File: config.mk
export PLATFORM = sky130hd
export DESIGN_NAME = ramb_s4_arbiter
export DESIGN_NICKNAME = d
export VERILOG_FILES = /design/src/rtl/ramb_s4_arbiter.sv
export SDC_FILE = /design/constraint.sdc
export NUM_CORES = 1
export LEC_CHECK = 0
export ABC_AREA = 1
export ABC_CLOCK_PERIOD_IN_PS = 1510
export BUFFER_PORTS_ARGS = -buffer_cell sky130_fd_sc_hd__buf_2
export CAP_MARGIN = 40
export CORE_ASPECT_RATIO = 1.2
export CORE_MARGIN = 5
export CORE_UTILIZATION = 42
export DETAILED_ROUTE_END_ITERATION = 8
export HOLD_SLACK_MARGIN = 0.06
export MAX_ROUTING_LAYER = met4
export PLACE_DENSITY = 0.8
export SETUP_SLACK_MARGIN = 0.5
export SYNTH_ARGS = -nofsm -noshare
export SYNTH_HDL_FRONTEND = slang
export SYNTH_SLANG_ARGS = --single-unit
File: constraint.sdc
create_clock -name CLK -period 1.51 [get_ports CLK]
set_clock_uncertainty 0.15 [all_clocks]
set_input_delay 0.2265 -clock CLK [delete_from_list [all_inputs] [get_ports CLK]]
set_output_delay 0.2265 -clock CLK [all_outputs]
set_load 0.01 [all_outputs]
File: src/rtl/ramb_s4_arbiter.sv
// ramb_s4_arbiter: shares one single-port block RAM between requesters A and B.
// Arbitration is round-robin. A clear engine can fill the whole RAM with FILL_VAL.
//
// Ports:
//   CLK, RST_N                 clock; synchronous active-low reset
//   REQ_x/WE_x/ADDR_x/DI_x     requester x access (held until GNT_x)
//   GNT_x                      combinational grant, at most one per cycle
//   RVALID_x/RDATA_x           read response, one cycle after a read grant
//   CLR_START/CLR_BUSY/CLR_DONE  clear engine control and status
//   RAM_EN/WE/SSR/ADDR/DI      drive the RAM primitive; RAM_DO comes back from it
module ramb_s4_arbiter #(
  parameter int                ADDR_W   = 12,
  parameter int                DATA_W   = 4,
  parameter int                DEPTH    = 4096,
  parameter logic [DATA_W-1:0] FILL_VAL = '0
) (
  input  logic              CLK,
  input  logic              RST_N,
  input  logic              REQ_A,
  input  logic              WE_A,
  input  logic [ADDR_W-1:0] ADDR_A,
  input  logic [DATA_W-1:0] DI_A,
  output logic              GNT_A,
  output logic              RVALID_A,
  output logic [DATA_W-1:0] RDATA_A,
  input  logic              REQ_B,
  input  logic              WE_B,
  input  logic [ADDR_W-1:0] ADDR_B,
  input  logic [DATA_W-1:0] DI_B,
  output logic              GNT_B,
  output logic              RVALID_B,
  output logic [DATA_W-1:0] RDATA_B,
  input  logic              CLR_START,
  output logic              CLR_BUSY,
  output logic              CLR_DONE,
  output logic              RAM_EN,
  output logic              RAM_WE,
  output logic              RAM_SSR,
  output logic [ADDR_W-1:0] RAM_ADDR,
  output logic [DATA_W-1:0] RAM_DI,
  input  logic [DATA_W-1:0] RAM_DO
);

  typedef enum logic {RUN, CLEAR} state_t;

  localparam logic [ADDR_W-1:0] LAST_ADDR = ADDR_W'(DEPTH - 1);

  state_t            state, state_nxt;
  logic [ADDR_W-1:0] cnt, cnt_nxt;
  logic              last_b, last_b_nxt;  // 1: B was granted most recently
  logic              rvalid_a, rvalid_b, clr_done;
  logic              gnt_a, gnt_b;

  // RAM strobes are held off while reset is asserted so a sweep stops
  // writing in the same cycle reset arrives.
  always_comb begin
    state_nxt  = state;
    cnt_nxt    = cnt;
    last_b_nxt = last_b;
    gnt_a      = 1'b0;
    gnt_b      = 1'b0;
    RAM_EN     = 1'b0;
    RAM_WE     = 1'b0;
    RAM_ADDR   = '0;
    RAM_DI     = '0;
    if (RST_N) begin
      unique case (state)
        RUN: begin
          if (CLR_START) begin
            cnt_nxt   = '0;
            state_nxt = CLEAR;
          end else begin
            gnt_a = REQ_A & (~REQ_B | last_b);
            gnt_b = REQ_B & (~REQ_A | ~last_b);
            if (gnt_a) begin
              RAM_EN     = 1'b1;
              RAM_WE     = WE_A;
              RAM_ADDR   = ADDR_A;
              RAM_DI     = DI_A;
              last_b_nxt = 1'b0;
            end else if (gnt_b) begin
              RAM_EN     = 1'b1;
              RAM_WE     = WE_B;
              RAM_ADDR   = ADDR_B;
              RAM_DI     = DI_B;
              last_b_nxt = 1'b1;
            end
          end
        end
        CLEAR: begin
          RAM_EN   = 1'b1;
          RAM_WE   = 1'b1;
          RAM_ADDR = cnt;
          RAM_DI   = FILL_VAL;
          cnt_nxt  = cnt + 1'b1;
          if (cnt == LAST_ADDR) state_nxt = RUN;
        end
        default: ;
      endcase
    end
  end

  always_ff @(posedge CLK) begin
    if (!RST_N) begin
      state    <= RUN;
      cnt      <= '0;
      last_b   <= 1'b1;
      rvalid_a <= 1'b0;
      rvalid_b <= 1'b0;
      clr_done <= 1'b0;
    end else begin
      state    <= state_nxt;
      cnt      <= cnt_nxt;
      last_b   <= last_b_nxt;
      rvalid_a <= gnt_a & ~WE_A;
      rvalid_b <= gnt_b & ~WE_B;
      clr_done <= (state == CLEAR) && (cnt == LAST_ADDR);
    end
  end

  assign GNT_A    = gnt_a;
  assign GNT_B    = gnt_b;
  assign RVALID_A = rvalid_a;
  assign RVALID_B = rvalid_b;
  // RAM_DO is valid exactly in the cycle after the read, so gate rather than register.
  assign RDATA_A  = rvalid_a ? RAM_DO : '0;
  assign RDATA_B  = rvalid_b ? RAM_DO : '0;
  assign CLR_BUSY = (state == CLEAR);
  assign CLR_DONE = clr_done;
  assign RAM_SSR  = 1'b0;

endmodule

==> results.py, run 1 <==
metrics = {
    "yosys": {
        "synthTopCellsByCount": "nand2_1 (75), inv_1 (22), dfxtp_1 (17)",
        "syn_avg_cell_area_sq_um": 6.133,
        "synth_area_sq_um": 1184,
        "synthMostInstantiatedCell": "nand2_1",
        "ys_async_sr_fraction_pct": 0,
        "ys_ff_latch": 17,
        "synth-edff-count": 0,
        "synth_top_area_cell": "dfxtp_1",
        "ys_types": 28,
        "seq_area_frac_synth_pct": 28.75,
        "yosys_warnings": 0,
        "yosysTopAreaCellShare_pct": 28.75,
        "synthTopCellsByArea": "dfxtp_1 (29%), nand2_1 (24%), inv_1 (7.0%), a21oi_1 (5.5%), nand3_1 (4.7%)",
        "synthCells": 193,
        "synthFlopType": "dfxtp_1",
        "syn_nets": 237,
    },
    "power_and_ir_drop": {
        "cellPowerDensity_nw_per_um2": 499.1,
        "peakVddDrop_mv": 0.4635,
        "p_clk_share_pct": 25.2,
        "comb_power_share_pct": 30.9,
        "p_leak_uw": 0.001111,
        "p_int_uw": 701.9,
        "p_seq_share_pct": 43.9,
        "p_sw_uw": 357.9,
        "switching_share_pct": 33.77,
    },
    "clock_tree": {
        "clock-sinks": 17,
        "cts_root_buf": "clkbuf_4",
        "clk_pin_slew_ps": 110,
        "clk_path_buf_depth": 2,
        "clock_latency_ps": 300,
        "htree_levels": 1,
        "cts_tree": "built",
        "cts_inserted_buffers": 3,
    },
    "global_routing": {
        "grt_use_met2_pct": 43.16,
        "grt_max_degree": 14,
        "antenna_found_initial": 0,
        "grt_use_met3_pct": 3.774,
        "grt_usage_pct": 24.10,
        "grt_pass1_vias": 1659,
        "grt_pass1_wl_um": 7162,
        "grt_remaining_overflow": 0,
        "top_usage_layer": "met2",
        "gr-usage-met1_pct": 24.94,
    },
    "run_status": {
        "status": "finished with violations",
        "violations": "negative setup slack",
    },
    "timing": {
        "rsz0062_at_grt": "true",
        "timing.final.ws_setup_ps": -327.8,
        "setup_viol": 21,
        "max_freq_mhz": 544.1,
        "post-route-period-util_pct": 121.7,
        "drv_slew": 0,
        "hold_viol": 0,
        "period_minus_slack_ps": 1838,
    },
    "floorplan": {
        "dieArea_sq_um": 3984,
        "placementRows": 21,
        "start_util_pct": 42.90,
        "die_y_um": 68.16,
        "chipWidth_um": 58.46,
        "coreArea_sq_um": 2759,
        "boundaryPins": 76,
    },
    "setup_path": {
        "path_common_cell": "nor2_4",
        "critPathBufInv": 2,
        "critPathTopFamily": "simple AND/OR/NAND/NOR gates",
        "cp.arrival_ps": 1460,
        "worstSetupPathType": "reg2out",
        "start_kind": "register",
        "path_max_fanout": 13,
        "max_stage_delay_ps": 390,
        "slowest_stage": "dfxtp_4",
        "crit_chain": "nor2_4 > nand2_4 > nor2_4 > buf_12 > nand2_1 > o211ai_2 > buf_2",
        "cp.required_ps": 1130,
        "end_kind": "output pin",
    },
    "detailed_routing": {
        "drcViolationCount": 0,
        "ant_nets": 0,
        "drt-initial-drc-count": 62,
        "wl_um": 5180,
        "routedWlPerCell_um": 15.94,
        "num_vias": 1720,
        "firstDrtPassIters": 4,
        "via_per_inst": 5.292,
    },
    "layout": {
        "regArea_sq_um": 362.8,
        "antenna_cells": 0,
        "final_cells": 325,
        "multi_input_area_sq_um": 912.1,
        "drive_gt1_share_pct": 55.67,
        "fill_cells": 188,
        "layout.nets": 336,
        "synthToLayoutAreaGrowth_pct": 79.39,
    },
    "placement": {
        "dp_slack_ps": -97.00,
        "dp_hpwl_um": 3042,
        "placedCellCount": 309,
        "place_congestion": 0.8671,
        "io_buffers": 74,
    },
    "hold_path": {
        "hold_class": "in2reg",
    },
    "flow_run": {
        "maxCapViolCount": 0,
    },
}
-- cell usage in the layout (no fill, tap or decap), drive strengths merged, types with 4 or more instances in the layout --
cell type	netlist	routed
nand2	78	78
a21oi	13	13
nor2	18	19
dfxtp	17	17
buf	5	95
nand3	11	11
inv	24	24
a22o	4	4
o21ai	4	4
-- power by group through the flow --
| stage | clock (uW) | combinational, uW | sequential [uW] |
|---|---|---|---|
| after floorplan | 0 | 120 | 479 |
| after global placement | 0 | 245 | 478 |
| after detailed placement | 0 | 248 | 479 |
| after CTS | 256 | 285 | 463 |
| after global routing | 284 | 350 | 466 |
| final | 267 | 327 | 465 |
-- final cells by class --
cell class | count | share of cell area (%)
timing repair buffer | 98 | 32.17
tap | 34 | 2.004
inverter | 24 | 4.478
clock buffer | 3 | 1.061
multi-input combinational | 148 | 42.96
sequential | 17 | 17.09
clock inverter | 1 | 0.2357
-- worst min-delay path, stage by stage --
cell and delay, ps:
buf_2 140, nand2_4 100, buf_4 140, nor3_4 40
-- sequential cells by signal, summed over array words and instances (netlist names) --
name / count
CLR_BUSY: 1
cnt: 12
RVALID_A: 1
CLR_DONE: 1
RVALID_B: 1
last_b: 1
-- path summary, 6_finish.rpt --
kind | depth (start not counted) | startpoint | slack [ps] | endpoint
hold / removal | 4 | REQ_B | 230 | RVALID_B$_SDFF_PN0_
setup reg to reg | 7 | CLR_BUSY$_SDFF_PN0_ | -30 | cnt[11]$_SDFFE_PN0N_
setup / recovery | 7 | CLR_BUSY$_SDFF_PN0_ | -330 | RAM_ADDR[10]
hold reg to reg | 2 | cnt[9]$_SDFFE_PN0N_ | 340 | cnt[9]$_SDFFE_PN0N_
-- repair_timing --
item / 4_1_cts / 5_1_grt
pin swaps: 15 / 11
hold buffers: 3 / 0
endpoints found under the hold margin: 3 / 0
gates resized for setup: 27 / 36
buffers inserted: 3 / 5
gates cloned: 0 / 1
setup endpoints to repair: 49 / 49
-- per-stage QoR --
stage / TNS [ps] / hold slack (ps) / util (%) / instance area, sq um / power (uW)
after floorplan: 0 / 155.4 / - / 1300 / 599.2
after detailed placement: -686.4 / 261.2 / 64.08 / 1768 / 726.2
after CTS: -4706 / 130.6 / 71.11 / 1962 / 1004
after global routing: -6829 / 229.1 / 76.96 / 2123 / 1100
final: -5640 / 230.3 / 76.96 / 2123 / 1060
after global placement: -402.5 / 259.6 / 64.08 / 1768 / 722.9
-- routing by layer --
layer  wire length (um)  vias up
met2               2582      118
li1                   -      816
met4                266        0
met1               1834      756
met5                  0        -
met3                497       30
-- kinds of logic after synthesis --
kind of cell / Yosys count / synth area share, %
simple gates: 114 / 41.02
fa+ha+maj: 1 / 1.057
buf+inv: 29 / 11.20
compound gates: 31 / 17.65
other cells: 1 / 0.3168
flops: 17 / 28.75
(Power assumes the default switching activity.)
==> inputs of run 2 (changes only) <==
--- a/config.mk
+++ b/config.mk
@@ -8,11 +8,12 @@
 export ABC_AREA = 1
 export ABC_CLOCK_PERIOD_IN_PS = 1510
 export BUFFER_PORTS_ARGS = -buffer_cell sky130_fd_sc_hd__buf_2
-export CAP_MARGIN = 40
-export CORE_ASPECT_RATIO = 1.2
+export CAP_MARGIN = 20
+export CORE_ASPECT_RATIO = 0.8
 export CORE_MARGIN = 5
 export CORE_UTILIZATION = 42
 export DETAILED_ROUTE_END_ITERATION = 8
+export GPL_TIMING_DRIVEN = 0
 export HOLD_SLACK_MARGIN = 0.06
 export MAX_ROUTING_LAYER = met4
 export PLACE_DENSITY = 0.8
==> run 2 against run 1 <==
The flow still finishes with violations (negative setup slack). Power rose by 10%. Global-route usage fell by 0.70 points. Critical path type unchanged. Via count rose by 15%. Sequential power rose by 0.9%. Largest cell class unchanged.
==> results.py, run 2 (synthesized netlist as in run 1, its figures left out) <==
metrics = {
    "timing": {
        "hold_viol": 0,
        "period_minus_slack_ps": 2028,
        "tns_ps": -8586,
        "max_freq_mhz": 493.2,
        "timing.final.ws_setup_ps": -517.6,
        "rsz0062_at_grt": "true",
        "setup_viol": 24,
        "post-route-period-util_pct": 134.3,
        "drv_slew": 0,
    },
    "power_and_ir_drop": {
        "p_total_uw": 1171,
        "comb_power_share_pct": 35.7,
        "p_clk_share_pct": 24.2,
        "switching_share_pct": 35.77,
        "p_seq_share_pct": 40.1,
        "peakVddDrop_mv": 0.5124,
        "p_int_uw": 751.9,
        "p_sw_uw": 418.7,
        "cellPowerDensity_nw_per_um2": 492.4,
        "p_leak_uw": 0.001224,
    },
    "layout": {
        "layout.nets": 347,
        "largest_reg_flops": 12,
        "fin_area_sq_um": 2377,
        "final_common_cell": "buf_2",
        "drive_gt1_share_pct": 64.90,
        "final_cell_mix": "buf_2 (60), nand2_1 (49), buf_6 (30)",
        "fill_cells": 135,
        "synthToLayoutAreaGrowth_pct": 100.8,
        "max_flop_register": "cnt",
    },
    "setup_path": {
        "critPathBufInv": 3,
        "max_stage_delay_ps": 410,
        "cp.arrival_ps": 1650,
        "cp.required_ps": 1130,
        "critPathTopFamily": "flip-flops",
        "crit_chain": "clkinv_4 > nand2_8 > buf_12 > nor2_4 > a21boi_2 > a21oi_2 > buf_2",
        "worstSetupPathType": "reg2out",
        "path_max_fanout": 5,
        "slowest_stage": "dfxtp_4",
        "end_kind": "output pin",
        "start_kind": "register",
    },
    "global_routing": {
        "grt_usage_pct": 23.40,
        "grt_remaining_overflow": 0,
        "antenna_found_initial": 0,
        "grt_pass1_wl_um": 7341,
        "grt_max_degree": 11,
        "grt_pass1_vias": 1584,
    },
    "placement": {
        "dp_hpwl_um": 3111,
        "dp_slack_ps": -43.97,
        "place_area_sq_um": 1718,
        "place_congestion": 0.8654,
        "io_buffers": 74,
    },
    "detailed_routing": {
        "routedWlPerCell_um": 20.95,
        "ant_nets": 0,
        "firstDrtPassIters": 5,
        "via_per_inst": 5.795,
        "drcViolationCount": 0,
        "num_vias": 1976,
        "wl_um": 7144,
        "drt-initial-drc-count": 193,
    },
    "clock_tree": {
        "clk_path_buf_depth": 2,
        "cts_tree": "built",
        "clk_pin_slew_ps": 140,
        "clock_latency_ps": 330,
        "htree_levels": 1,
        "cts_inserted_buffers": 3,
        "clock-sinks": 17,
        "cts_root_buf": "clkbuf_4",
    },
    "run_status": {
        "violations": "negative setup slack",
        "status": "finished with violations",
    },
    "floorplan": {
        "placementRows": 17,
        "start_util_pct": 43.47,
        "chipWidth_um": 69.35,
        "boundaryPins": 76,
        "dieArea_sq_um": 3986,
        "die_y_um": 57.48,
        "coreArea_sq_um": 2723,
    },
    "hold_path": {
        "hold_class": "in2reg",
    },
    "flow_run": {
        "maxCapViolCount": 0,
    },
}
[run 2: cell types whose count changed in the layout (fill, tap and decap cells not counted), moves of 3 or more]
cell / change
buf_6: +10
a21oi_2: +3
nand2_1: -8
nand2_2: +4
nand2_4: +3
a21oi_1: -3
[run 2: through the flow]
stage          hold slack, ps  cells  utilization (%)
2_1_floorplan           155.4    193                -
3_3_place_gp            262.2    305            63.10
3_5_place_dp            265.3    305            63.10
4_1_cts                 95.14    328            75.09
5_1_grt                 77.45    340            87.22
6_report                96.64    341            87.32
[run 2: power groups by stage]
| stage | clock network (uW) | logic, uW | registers, uW |
|---|---|---|---|
| 3_5_place_dp | 0 | 231 | 479 |
| 4_1_cts | 259 | 300 | 466 |
| 5_1_grt | 306 | 432 | 470 |
| 6_report | 283 | 418 | 469 |
| 3_3_place_gp | 0 | 227 | 479 |
| 2_1_floorplan | 0 | 120 | 479 |
[run 2: cell type report]
type / count / area (sq um) / share of cell area (%)
Inverter: 24 / 105.1 / 4.421
Tap cell: 38 / 47.55 / 2.000
Sequential cell: 17 / 365.4 / 15.37
Timing Repair Buffer: 105 / 780.7 / 32.84
Buffer: 5 / 50.05 / 2.105
Antenna cell: 1 / 2.502 / 0.1053
Multi-Input combinational cell: 147 / 999.7 / 42.05
Clock buffer: 4 / 26.28 / 1.105
[run 2: metal layers]
layer  routed length (um)  share of wire (%)  up-vias  GRT usage (%)
met5                    0                  0        -              -
met4                  488                6.8        0          8.357
met3                  695                9.7       67          6.338
met2                 3425                 48      155          40.35
met1                 2535                 35      913          26.12
li1                     -                  -      841              -
[run 2: worst paths after layout]
check / end / slack, ps / depth (start not counted) / startpoint
setup / recovery: RAM_ADDR[2] / -520 / 7 / CLR_BUSY$_SDFF_PN0_
hold / removal: RVALID_B$_SDFF_PN0_ / 100 / 3 / REQ_B
setup reg to reg: cnt[11]$_SDFFE_PN0N_ / -120 / 8 / CLR_BUSY$_SDFF_PN0_
hold reg to reg: cnt[9]$_SDFFE_PN0N_ / 340 / 2 / cnt[9]$_SDFFE_PN0N_
[run 2: worst reg2reg max path: stages (launching register included)]
cell and delay, ps:
dfxtp_4 440, buf_4 140, buf_6 100, nand3_2 100, nor2_4 230, buf_6 130
nand4_1 70, nand2_1 90, nor2_1 40
[run 2: repair_timing]
item,4_1_cts,5_1_grt
setup endpoints to repair,47,49
hold buffers,2,0
buffers inserted,16,11
gates resized for setup,44,65
hold endpoints to repair,2,0
pin swaps,12,26
cloned,1,1
